**config.mk**
```make
export PLATFORM = sky130hd
export DESIGN_NAME = keypad_scanner
export DESIGN_NICKNAME = d
export VERILOG_FILES = /design/src/rtl/keypad_scanner.sv
export SDC_FILE = /design/constraint.sdc
export NUM_CORES = 1
export LEC_CHECK = 0
export ABC_AREA = 0
export CAP_MARGIN = 10
export CORE_ASPECT_RATIO = 0.5
export CORE_MARGIN = 2
export CORE_UTILIZATION = 45
export CTS_CLUSTER_SIZE = 8
export DETAILED_ROUTE_END_ITERATION = 10
export GPL_ROUTABILITY_DRIVEN = 0
export PLACE_DENSITY = 0.79
export SYNTH_ARGS = -nofsm -noshare
export SYNTH_HDL_FRONTEND = slang
export SYNTH_SLANG_ARGS = --single-unit
export TNS_END_PERCENT = 20
```
**constraint.sdc**
```tcl
create_clock -name clk -period 2.1 [get_ports clk]
set_input_delay 0.42 -clock clk [delete_from_list [all_inputs] [get_ports clk]]
set_output_delay 0.42 -clock clk [all_outputs]
set_load 0.05 [all_outputs]
```
**src/rtl/keypad_scanner.sv**
```systemverilog
// keypad_scanner: scans a 4x4 active-low matrix keypad one row at a time,
// debounces presses and releases, and reports each accepted key once.
//
// Ports:
//   clk       - system clock, all logic on the rising edge
//   reset     - synchronous, active-high reset
//   cols      - column lines (active-low, pulled up, asynchronous to clk)
//   rows      - row drive (active-low, exactly one bit low)
//   key       - code of the last accepted key, 4*row + col
//   key_valid - one-cycle pulse when a new key is accepted
//   value     - four hex digits of entry, newest digit in [3:0]
module keypad_scanner #(
  parameter logic [19:0] SCAN_DIV = 20'd50000,
  parameter logic [3:0]  DEBOUNCE = 4'd4
) (
  input  logic        clk,
  input  logic        reset,
  input  logic [3:0]  cols,
  output logic [3:0]  rows,
  output logic [3:0]  key,
  output logic        key_valid,
  output logic [15:0] value
);

  localparam int unsigned DivW = 20;
  localparam int unsigned CntW = 4;

  typedef enum logic [1:0] {
    SCAN,
    DEBOUNCE_PRESS,
    PRESSED,
    DEBOUNCE_RELEASE
  } state_e;

  logic [3:0]      sync1_q, cs_q;
  logic [DivW-1:0] div_q, div_d;
  state_e          state_q, state_d;
  logic [3:0]      rows_q, rows_d;
  logic [1:0]      row_idx_q, row_idx_d;
  logic [3:0]      code_q, code_d;
  logic [CntW-1:0] cnt_q, cnt_d;
  logic [3:0]      key_q, key_d;
  logic            key_valid_q, key_valid_d;
  logic [15:0]     value_q, value_d;

  logic            sample_c;
  logic            col_ok_c;
  logic [1:0]      col_idx_c;
  logic [3:0]      new_code_c;
  logic            accept_c;
  logic            advance_c;

  // Two-flop synchroniser for the asynchronous column lines.
  always_ff @(posedge clk) begin
    if (reset) begin
      sync1_q <= 4'b1111;
      cs_q    <= 4'b1111;
    end else begin
      sync1_q <= cols;
      cs_q    <= sync1_q;
    end
  end

  // Scan divider: one sample per SCAN_DIV cycles.
  assign sample_c = (div_q == SCAN_DIV - 20'd1);
  assign div_d    = sample_c ? '0 : div_q + DivW'(1);

  // A key is only recognised when exactly one column is pulled low.
  always_comb begin
    col_ok_c  = 1'b0;
    col_idx_c = 2'd0;
    case (cs_q)
      4'b1110: begin col_ok_c = 1'b1; col_idx_c = 2'd0; end
      4'b1101: begin col_ok_c = 1'b1; col_idx_c = 2'd1; end
      4'b1011: begin col_ok_c = 1'b1; col_idx_c = 2'd2; end
      4'b0111: begin col_ok_c = 1'b1; col_idx_c = 2'd3; end
      default: begin col_ok_c = 1'b0; col_idx_c = 2'd0; end
    endcase
  end

  assign new_code_c = {row_idx_q, col_idx_c};

  // Next-state and registered-output logic.
  always_comb begin
    state_d     = state_q;
    rows_d      = rows_q;
    row_idx_d   = row_idx_q;
    code_d      = code_q;
    cnt_d       = cnt_q;
    key_d       = key_q;
    key_valid_d = 1'b0;
    value_d     = value_q;
    accept_c    = 1'b0;
    advance_c   = 1'b0;

    unique case (state_q)
      SCAN: begin
        if (sample_c) begin
          if (col_ok_c) begin
            code_d = new_code_c;
            cnt_d  = CntW'(1);
            if (DEBOUNCE <= 4'd1) accept_c = 1'b1;
            else                  state_d  = DEBOUNCE_PRESS;
          end else begin
            advance_c = 1'b1;
          end
        end
      end

      DEBOUNCE_PRESS: begin
        if (sample_c) begin
          if (col_ok_c && (new_code_c == code_q)) begin
            cnt_d = cnt_q + CntW'(1);
            if (cnt_q + CntW'(1) >= DEBOUNCE) accept_c = 1'b1;
          end else begin
            // Bounce: rescan the same row on the next sample.
            state_d = SCAN;
            cnt_d   = '0;
          end
        end
      end

      PRESSED: begin
        if (sample_c && !col_ok_c) begin
          if (DEBOUNCE <= 4'd1) begin
            state_d   = SCAN;
            cnt_d     = '0;
            advance_c = 1'b1;
          end else begin
            state_d = DEBOUNCE_RELEASE;
            cnt_d   = CntW'(1);
          end
        end
      end

      DEBOUNCE_RELEASE: begin
        if (sample_c) begin
          if (!col_ok_c) begin
            if (cnt_q + CntW'(1) >= DEBOUNCE) begin
              state_d   = SCAN;
              cnt_d     = '0;
              advance_c = 1'b1;
            end else begin
              cnt_d = cnt_q + CntW'(1);
            end
          end else begin
            // Key still (or again) down: no new key_valid.
            state_d = PRESSED;
            cnt_d   = '0;
          end
        end
      end

      default: begin
        state_d = SCAN;
        cnt_d   = '0;
      end
    endcase

    if (accept_c) begin
      state_d     = PRESSED;
      cnt_d       = '0;
      key_d       = new_code_c;
      key_valid_d = 1'b1;
      value_d     = {value_q[11:0], new_code_c};
    end

    if (advance_c) begin
      rows_d    = {rows_q[2:0], rows_q[3]};
      row_idx_d = row_idx_q + 2'd1;
    end
  end

  // State and output registers.
  always_ff @(posedge clk) begin
    if (reset) begin
      div_q       <= '0;
      state_q     <= SCAN;
      rows_q      <= 4'b1110;
      row_idx_q   <= 2'd0;
      code_q      <= 4'd0;
      cnt_q       <= '0;
      key_q       <= 4'd0;
      key_valid_q <= 1'b0;
      value_q     <= 16'h0000;
    end else begin
      div_q       <= div_d;
      state_q     <= state_d;
      rows_q      <= rows_d;
      row_idx_q   <= row_idx_d;
      code_q      <= code_d;
      cnt_q       <= cnt_d;
      key_q       <= key_d;
      key_valid_q <= key_valid_d;
      value_q     <= value_d;
    end
  end

  assign rows      = rows_q;
  assign key       = key_q;
  assign key_valid = key_valid_q;
  assign value     = value_q;

endmodule

```
==> flow_summary.json, run 1 <==
{
  "cts_tree": "built",
  "setup_viol": 25,
  "cp_common_cell": "or4_4",
  "crit_type": "reg -> reg",
  "wl_per_cell_um": 14.2,
  "slew_violations": 0,
  "vdd_drop_max_uv": 563,
  "clock_tree.root_cell": "clkbuf_16",
  "routed_wl_mm": 6.72,
  "violations": "setup timing",
  "crit_path_top_delay_cell": "or4_4",
  "status": "finished with violations",
  "clock_latency_ps": 320,
  "end_kind": "flip-flop",
  "drc": 0,
  "syn_to_final_growth_pct": 38.6,
  "cp-start-kind": "flip-flop",
  "synth-seq-cells": 61,
  "total_power_w": 0.00282,
  "synth_nets": 326,
  "io-pin-count": 31,
  "cts_buffers": 9,
  "core_area_sq_um": 6060,
  "worst_slew_pin_slew_ps": 514,
  "fin_nets": 392,
  "syn_area_sq_um": 2820,
  "ant_nets": 0,
  "critPathBufInv": 2,
  "ys_seq_area_frac": 0.434,
  "port_buffers": 30,
  "synth-async-reset-ratio": 0,
  "ys_top_cells_by_area": "dfxtp_1, nor2_1, mux2i_1",
  "fin_tns_setup_ps": -1070,
  "grt_max_degree": 40,
  "crit_fanout": 10,
  "fin_crit_ps": 2190,
  "drv_cap": 0,
  "firstDrtPassIters": 4,
  "yosysMostFrequentCell": "dfxtp_1",
  "cts_buffer_depth": 2,
  "grt_overflow": 0,
  "drive_gt1_frac": 0.236,
  "n_antenna_cell": 0,
  "finalCritPeriodShare": 1.04,
  "numClockSinks": 61,
  "synth_cells": 314,
  "antenna_found_initial": 0,
  "dp.final_hpwl_mm": 4.30,
  "fillers": 459,
  "required_ps": 2310,
  "synth_edf_count": 0,
  "worst_slack_ps": -88.6,
  "worst-endpoint-arrival_ps": 2400,
  "synthFlopType": "dfxtp_1",
  "start_util": 0.465,
  "num_rows": 20,
  "grt_pass1_wl_mm": 10.3,
  "min_from": "sync1_q[0]",
  "cp.depth": 6,
  "rsz0062_at_grt": "yes",
  "p_leak_nw": 1.64,
  "skew_ps": 5.68,
  "hold_path.class": "reg -> reg",
  "num_vias": 2513,
  "power_density_nw_per_um2": 723,
  "synth_top_cell_by_area": "dfxtp_1",
  "dieArea_sq_um": 6940,
  "grt_usage": 0.192,
  "die_w_um": 116,
  "hold_depth": 1,
  "crit_path_max_incr_delay_ps": 580,
  "post_synth_most_frequent_cells": "dfxtp_1, nor2_1, mux2i_1, nand3_1, nand2_1",
  "grt_pass1_vias": 2341,
  "htreeDepth": 3,
  "ys_types": 48,
  "worstPathCellList": "or4_4, or4_4, buf_4, or2b_4, clkbuf_16, nor2_1",
  "cp_top_family": "simple AND/OR/NAND/NOR gates",
  "clk_pin_slew_ps": 50,
  "hold_buffers": 0,
  "reg2reg_depth": 6,
  "avgSynthCellArea_sq_um": 8.97,
  "synth_top_area_share": 0.434,
  "fmax_mhz": 457,
  "timing.rr.start": "div_q[4]",
  "die_h_um": 59.9,
  "synth_warnings": 0,
  "drt_iter0_drc": 207,
  "slew_headroom": 0.656,
  "crit_path_start": "div_q[4]",
  "vias_per_cell": 5.31,
  "hold_violations": 0
}
per-stage QoR:
stage	std cells	hold WS (ps)	util	cell area (sq um)	worst slack, ps
finish	473	412	0.644	3900	-88.6
CTS	470	410	0.625	3790	-34.5
detailed placement	451	397	0.569	3450	-106
global placement	451	398	0.569	3450	-82.2
global route	473	425	0.644	3900	-125
floorplan	314	389	-	2830	-96.2
layout by cell type (no fill, tap or decap), types with 3 or more instances in the layout:
cell             netlist  routed
nor2_1                60      60
dfxtp_1               61      56
buf_4                  4      35
clkdlybuf4s50_1        0      30
mux2i_1               20      20
nand2_1               14      14
nand3_1               15      13
xnor2_1               11      11
xor2_1                11      11
clkbuf_16              0      11
inv_1                 10      10
nand4_1                8       8
or2_2                  8       8
a21oi_1                8       6
a211o_1                5       5
nor4_1                 6       5
o21ai_0                5       5
dfxtp_2                0       5
and3_1                 4       4
nor3_1                 4       4
ha_1                   6       4
a21o_1                 3       3
buf_6                  0       3
cell type report:
class | instances | area (sq um) | share of cell area
Tap cell | 88 | 110 | 0.0282
Timing Repair Buffer | 72 | 687 | 0.176
Sequential cell | 61 | 1230 | 0.315
Multi-Input combinational cell | 226 | 1550 | 0.396
Clock inverter | 4 | 47.5 | 0.0122
Clock buffer | 12 | 246 | 0.0632
Inverter | 10 | 37.5 | 0.00962
worst paths after layout:
kind	endpoint	slack, ps
max	div_q[19]	-90
min	cs_q[0]	410
max reg2reg	div_q[19]	-90
min reg2reg	cs_q[0]	410
cells by family (layout without fill, tap and decap cells):
group / count (synthesis) / after routing / synth area share
adder cells (fa/ha/maj): 6 / 6 / 0.0267
multiplexers: 20 / 20 / 0.0711
XOR/XNOR: 22 / 22 / 0.0684
AND/OR/NAND/NOR: 143 / 143 / 0.264
AO/OA/AOI/OAI: 35 / 35 / 0.0924
buffers and inverters: 27 / 98 / 0.0436
flip-flops: 61 / 61 / 0.434
flip-flops by register name, summed over array words and instances (netlist names):
name and count:
rows 4, key 3, cnt_q 4, sync1_q 4
value 13, row_idx_q 2, code_q 4, div_q 20
cs_q 4, key_valid 1, state_q 2
power by group:
group | switching (W) | internal, W
Sequential | 0.0000124 | 0.00118
Clock | 0.000493 | 0.000945
Combinational | 0.000103 | 0.0000888
Total | 0.000609 | 0.00221
routing by layer:
| metal | share of wire | track usage |
|---|---|---|
| met3 | 0.047 | 0.0578 |
| met5 | 0 | 0 |
| met4 | 0.021 | 0.0816 |
| met2 | 0.50 | 0.336 |
| met1 | 0.43 | 0.224 |
what timing repair did:
action | in CTS | in global routing
buffers inserted | 3 | 1
gates resized for setup | 7 | 15
cloned | 0 | 2
endpoints found under the setup margin | 10 | 46
pin swaps | 6 | 5
No activity file was read; power rests on OpenSTA's default activity.
==> inputs of run 2 (changes only) <==
--- a/config.mk
+++ b/config.mk
@@ -8,4 +8,5 @@
 export ABC_AREA = 0
+export ABC_CLOCK_PERIOD_IN_PS = 2100
 export CAP_MARGIN = 10
-export CORE_ASPECT_RATIO = 0.5
+export CORE_ASPECT_RATIO = 1.5
 export CORE_MARGIN = 2
==> constraint.sdc (replaced) <==
create_clock -name clk -period 2.1 [get_ports clk]
set_input_delay 0.21 -clock clk [delete_from_list [all_inputs] [get_ports clk]]
set_output_delay 0.21 -clock clk [all_outputs]
set_load 0.05 [all_outputs]
==> flow_summary.json, run 2 (synthesized netlist as in run 1, its figures left out) <==
{
  "status": "finished with violations",
  "violations": "setup timing",
  "numClockSinks": 61,
  "p_leak_nw": 1.56,
  "worstPathCellList": "or4_4, or4_4, o31ai_4, a311oi_1, a211o_1",
  "crit_type": "reg -> reg",
  "cp_top_family": "simple AND/OR/NAND/NOR gates",
  "core_area_sq_um": 6090,
  "vias_per_cell": 5.29,
  "grt_pass1_vias": 2316,
  "seq_power_share": 0.494,
  "largest_reg_flops": 20,
  "p_sw_frac": 0.229,
  "worst-endpoint-arrival_ps": 2420,
  "hold_violations": 0,
  "worst_slew_pin_slew_ps": 511,
  "firstDrtPassIters": 4,
  "antenna_found_initial": 0,
  "cp_common_cell": "or4_4",
  "drive_gt1_frac": 0.220,
  "crit_path_max_incr_delay_ps": 580,
  "rsz0062_at_grt": "yes",
  "intPower_w": 0.00185,
  "hold_path.class": "reg -> reg",
  "ant_nets": 0,
  "cts_buffer_depth": 2,
  "p_clk_frac": 0.434,
  "fmax_mhz": 455,
  "grt_pass1_wl_mm": 9.83,
  "num_rows": 35,
  "drv_cap": 0,
  "port_buffers": 30,
  "clock_tree.root_cell": "clkbuf_8",
  "finalCritPeriodShare": 1.05,
  "skew_ps": 7.20,
  "slew_violations": 0,
  "fin_crit_ps": 2200,
  "setup_viol": 5,
  "grt_overflow": 0,
  "grt_usage": 0.191,
  "grt_max_degree": 31,
  "cts_buffers": 9,
  "wl_per_cell_um": 13.1,
  "io-pin-count": 31,
  "final_common_cell": "nor2_1",
  "die_w_um": 68.6,
  "end_kind": "flip-flop",
  "slew_headroom": 0.658,
  "htreeDepth": 3,
  "power_density_nw_per_um2": 649,
  "vdd_drop_max_uv": 496,
  "syn_to_final_growth_pct": 31.6,
  "placedInstanceArea_sq_um": 3440,
  "crit_fanout": 5,
  "n_antenna_cell": 0,
  "die_h_um": 101,
  "num_vias": 2409,
  "clk_pin_slew_ps": 70,
  "routed_wl_mm": 5.97,
  "fin_tns_setup_ps": -259,
  "worst_slack_ps": -95.6,
  "total_power_w": 0.00240,
  "fin_nets": 389,
  "cp-start-kind": "flip-flop",
  "crit_path_top_delay_cell": "or4_4",
  "required_ps": 2330,
  "critPathBufInv": 0,
  "p_comb_frac": 0.072,
  "regMostFlops": "div_q",
  "dieArea_sq_um": 6920,
  "dp.final_hpwl_mm": 4.27,
  "start_util": 0.462,
  "cts_tree": "built",
  "clock_latency_ps": 340,
  "drt_iter0_drc": 136,
  "layout_common_cells": "nor2_1, dfxtp_1, buf_4",
  "final_cell_area_sq_um": 3710,
  "power_switching_w": 0.000551,
  "drc": 0
}
run 2: changes by cell type in the layout (fill, tap and decap cells not counted), moves of 2 or more:
cell and delta:
buf_6 -2, clkbuf_1 -2, clkbuf_16 -11, clkbuf_8 +10
o311ai_2 -2
run 2: final timing paths:
kind	startpoint	to	slack [ps]	depth (start not counted)
worst min-delay path	sync1_q[3]	cs_q[3]	410	1
worst min register to register	sync1_q[3]	cs_q[3]	410	1
worst max register to register	div_q[10]	state_q[1]	-100	5
worst max-delay path	div_q[10]	state_q[1]	-100	5
run 2: cell type report:
class | count | area [sq um]
multi-input cells | 226 | 1530
flip-flops and latches | 61 | 1230
inverters | 10 | 37.5
repair buffers | 69 | 622
well taps | 74 | 92.6
clock buffers | 11 | 151
fillers | 543 | 2380
clock inverters | 4 | 47.5
run 2: per-layer routing:
layer | routed length, um | GRT usage
met5 | 0 | 0
met3 | 236 | 0.0637
met2 | 3280 | 0.327
met1 | 2280 | 0.194
met4 | 179 | 0.111
run 2: power by group through the flow:
stage	clock network [W]	registers (W)	logic [W]
floorplan	0	0.00121	0.000104
global placement	0	0.00121	0.000161
detailed placement	0	0.00121	0.000165
CTS	0.00106	0.00119	0.000170
global route	0.00112	0.00119	0.000192
finish	0.00104	0.00119	0.000172
run 2: per-stage QoR:
stage / setup WS, ps / utilization / hold slack (ps) / cells
2_1_floorplan: -96.2 / - / 314 / 314
3_3_place_gp: -111 / 0.566 / 392 / 439
3_5_place_dp: -152 / 0.566 / 392 / 439
4_1_cts: -92.7 / 0.603 / 408 / 454
5_1_grt: -149 / 0.609 / 419 / 455
6_report: -95.6 / 0.609 / 408 / 455
run 2: what timing repair did:
item / CTS / global route
pin swaps: 4 / 7
hold buffers: 0 / 0
buffers inserted: 0 / 1
endpoints found under the setup margin: 10 / 26
gates resized for setup: 7 / 8
==> inputs of run 3 (changes only) <==
ABC_CLOCK_PERIOD_IN_PS = 2300   (was 2100)
PLACE_DENSITY = 0.76   (was 0.79)
clock period = 2.3 ns   (was 2.1 ns; I/O delays follow)
==> flow_summary.json, run 3 (synthesized netlist as in run 1, its figures left out) <==
{
  "die_h_um": 101,
  "crit_type": "reg -> reg",
  "regMostFlops": "div_q",
  "p_clk_frac": 0.447,
  "p_comb_frac": 0.060,
  "final-instance-count-excl-fill": 434,
  "status": "completed",
  "worst_slew_pin_slew_ps": 512,
  "num_rows": 35,
  "finalCritPeriodShare": 0.969,
  "placedInstanceArea_sq_um": 3260,
  "p_sw_frac": 0.226,
  "hold_violations": 0,
  "intPower_w": 0.00171,
  "post-cts-setup-buffer-count": 0,
  "drv_cap": 0,
  "end_kind": "flip-flop",
  "required_ps": 2520,
  "rsz0062_at_grt": "yes",
  "antenna_found_initial": 0,
  "setup_viol": 0,
  "grt_pass1_vias": 2230,
  "num_vias": 2317,
  "layout_common_cells": "dfxtp_1, nor2_1, clkdlybuf4s50_1",
  "largest_reg_flops": 20,
  "vdd_drop_max_uv": 431,
  "drive_gt1_frac": 0.142,
  "slew_violations": 0,
  "drt_iter0_drc": 85,
  "p_leak_nw": 1.45,
  "numClockSinks": 61,
  "port_buffers": 30,
  "wl_per_cell_um": 13.1,
  "dp_cells": 419,
  "firstDrtPassIters": 4,
  "fin_crit_ps": 2230,
  "power_switching_w": 0.000500,
  "utilization": 0.572,
  "syn_to_final_growth_pct": 23.7,
  "met3_usage": 0.0514,
  "clock_tree.root_cell": "clkbuf_8",
  "fmax_mhz": 449,
  "hold_buffers": 0,
  "grt-busiest-layer": "met2",
  "clk_pin_slew_ps": 70,
  "htreeDepth": 3,
  "slew_headroom": 0.658,
  "drc": 0,
  "power_density_nw_per_um2": 635,
  "pre_cts_slack_ps": 14.3,
  "fin_nets": 368,
  "dp.final_hpwl_mm": 4.11,
  "die_w_um": 68.6,
  "n_antenna_cell": 0,
  "grt_pass1_wl_mm": 9.65,
  "skew_ps": 6.24,
  "core_area_sq_um": 6090,
  "routed_wl_mm": 5.70,
  "use_met2": 0.312,
  "vias_per_cell": 5.34,
  "start_util": 0.462,
  "worst-endpoint-arrival_ps": 2450,
  "worst_slack_ps": 70.4,
  "grt_max_degree": 26,
  "clock_latency_ps": 340,
  "use_met1": 0.206,
  "cts_buffers": 9,
  "grt_overflow": 0,
  "final_cell_area_sq_um": 3480,
  "final_common_cell": "dfxtp_1",
  "cts.repair.resized": 0,
  "hold_path.class": "reg -> reg",
  "io-pin-count": 31,
  "cp-start-kind": "flip-flop",
  "crit_fanout": 6,
  "grt_usage": 0.185,
  "cts_buffer_depth": 2,
  "cts_tree": "built",
  "dieArea_sq_um": 6920,
  "seq_power_share": 0.493,
  "ant_nets": 0
}
[run 3: cell count changes in the layout (fill, tap and decap cells not counted), moves of 2 or more]
| cell | change |
|---|---|
| buf_4 | -18 |
| dfxtp_1 | +6 |
| dfxtp_2 | -6 |
| buf_12 | -2 |
| o311ai_0 | +2 |
| ha_2 | -2 |
| ha_1 | +2 |
[run 3: cell type report]
type / count / area, sq um
Clock inverter: 3 / 43.8
Tap cell: 74 / 92.6
Inverter: 10 / 37.5
Clock buffer: 12 / 165
Multi-Input combinational cell: 226 / 1490
Fill cell: 535 / 2600
Timing Repair Buffer: 48 / 435
Sequential cell: 61 / 1220
[run 3: critical path: stages, from the launching register on]
cell and delay [ps]:
dfxtp_1 310, or4_4 530, or4_4 590, o31ai_4 270
buf_4 180, a2bb2oi_1 150, a21oi_1 80
[run 3: worst paths after layout]
kind,end,startpoint,slack (ps),cells past startpoint
max,cnt_q[2],div_q[10],70,6
max reg2reg,cnt_q[2],div_q[10],70,6
min,cs_q[2],sync1_q[2],410,1
min reg2reg,cs_q[2],sync1_q[2],410,1
[run 3: power by group through the flow]
stage               combinational [W]  clock [W]  sequential, W
floorplan                   0.0000945          0        0.00110
global placement             0.000128          0        0.00111
detailed placement           0.000132          0        0.00111
CTS                          0.000133    0.00101        0.00109
global route                 0.000150    0.00105        0.00109
finish                       0.000133   0.000989        0.00109
[run 3: metrics by stage]
| stage | setup TNS [ps] | power (W) | hold WS, ps |
|---|---|---|---|
| final | 0 | 0.00221 | 409 |
| after global routing | -35.4 | 0.00229 | 414 |
| after floorplan | 0 | 0.00120 | 334 |
| after CTS | 0 | 0.00223 | 405 |
| after global placement | 0 | 0.00124 | 392 |
| after detailed placement | 0 | 0.00124 | 394 |
[run 3: metal layers]
layer / vias to the layer above / routed length, um / share of wire
met3: 16 / 182 / 0.032
met1: 1076 / 2320 / 0.41
met4: 0 / 214 / 0.038
met5: - / 0 / 0
li1: 1175 / - / -
met2: 50 / 2980 / 0.52
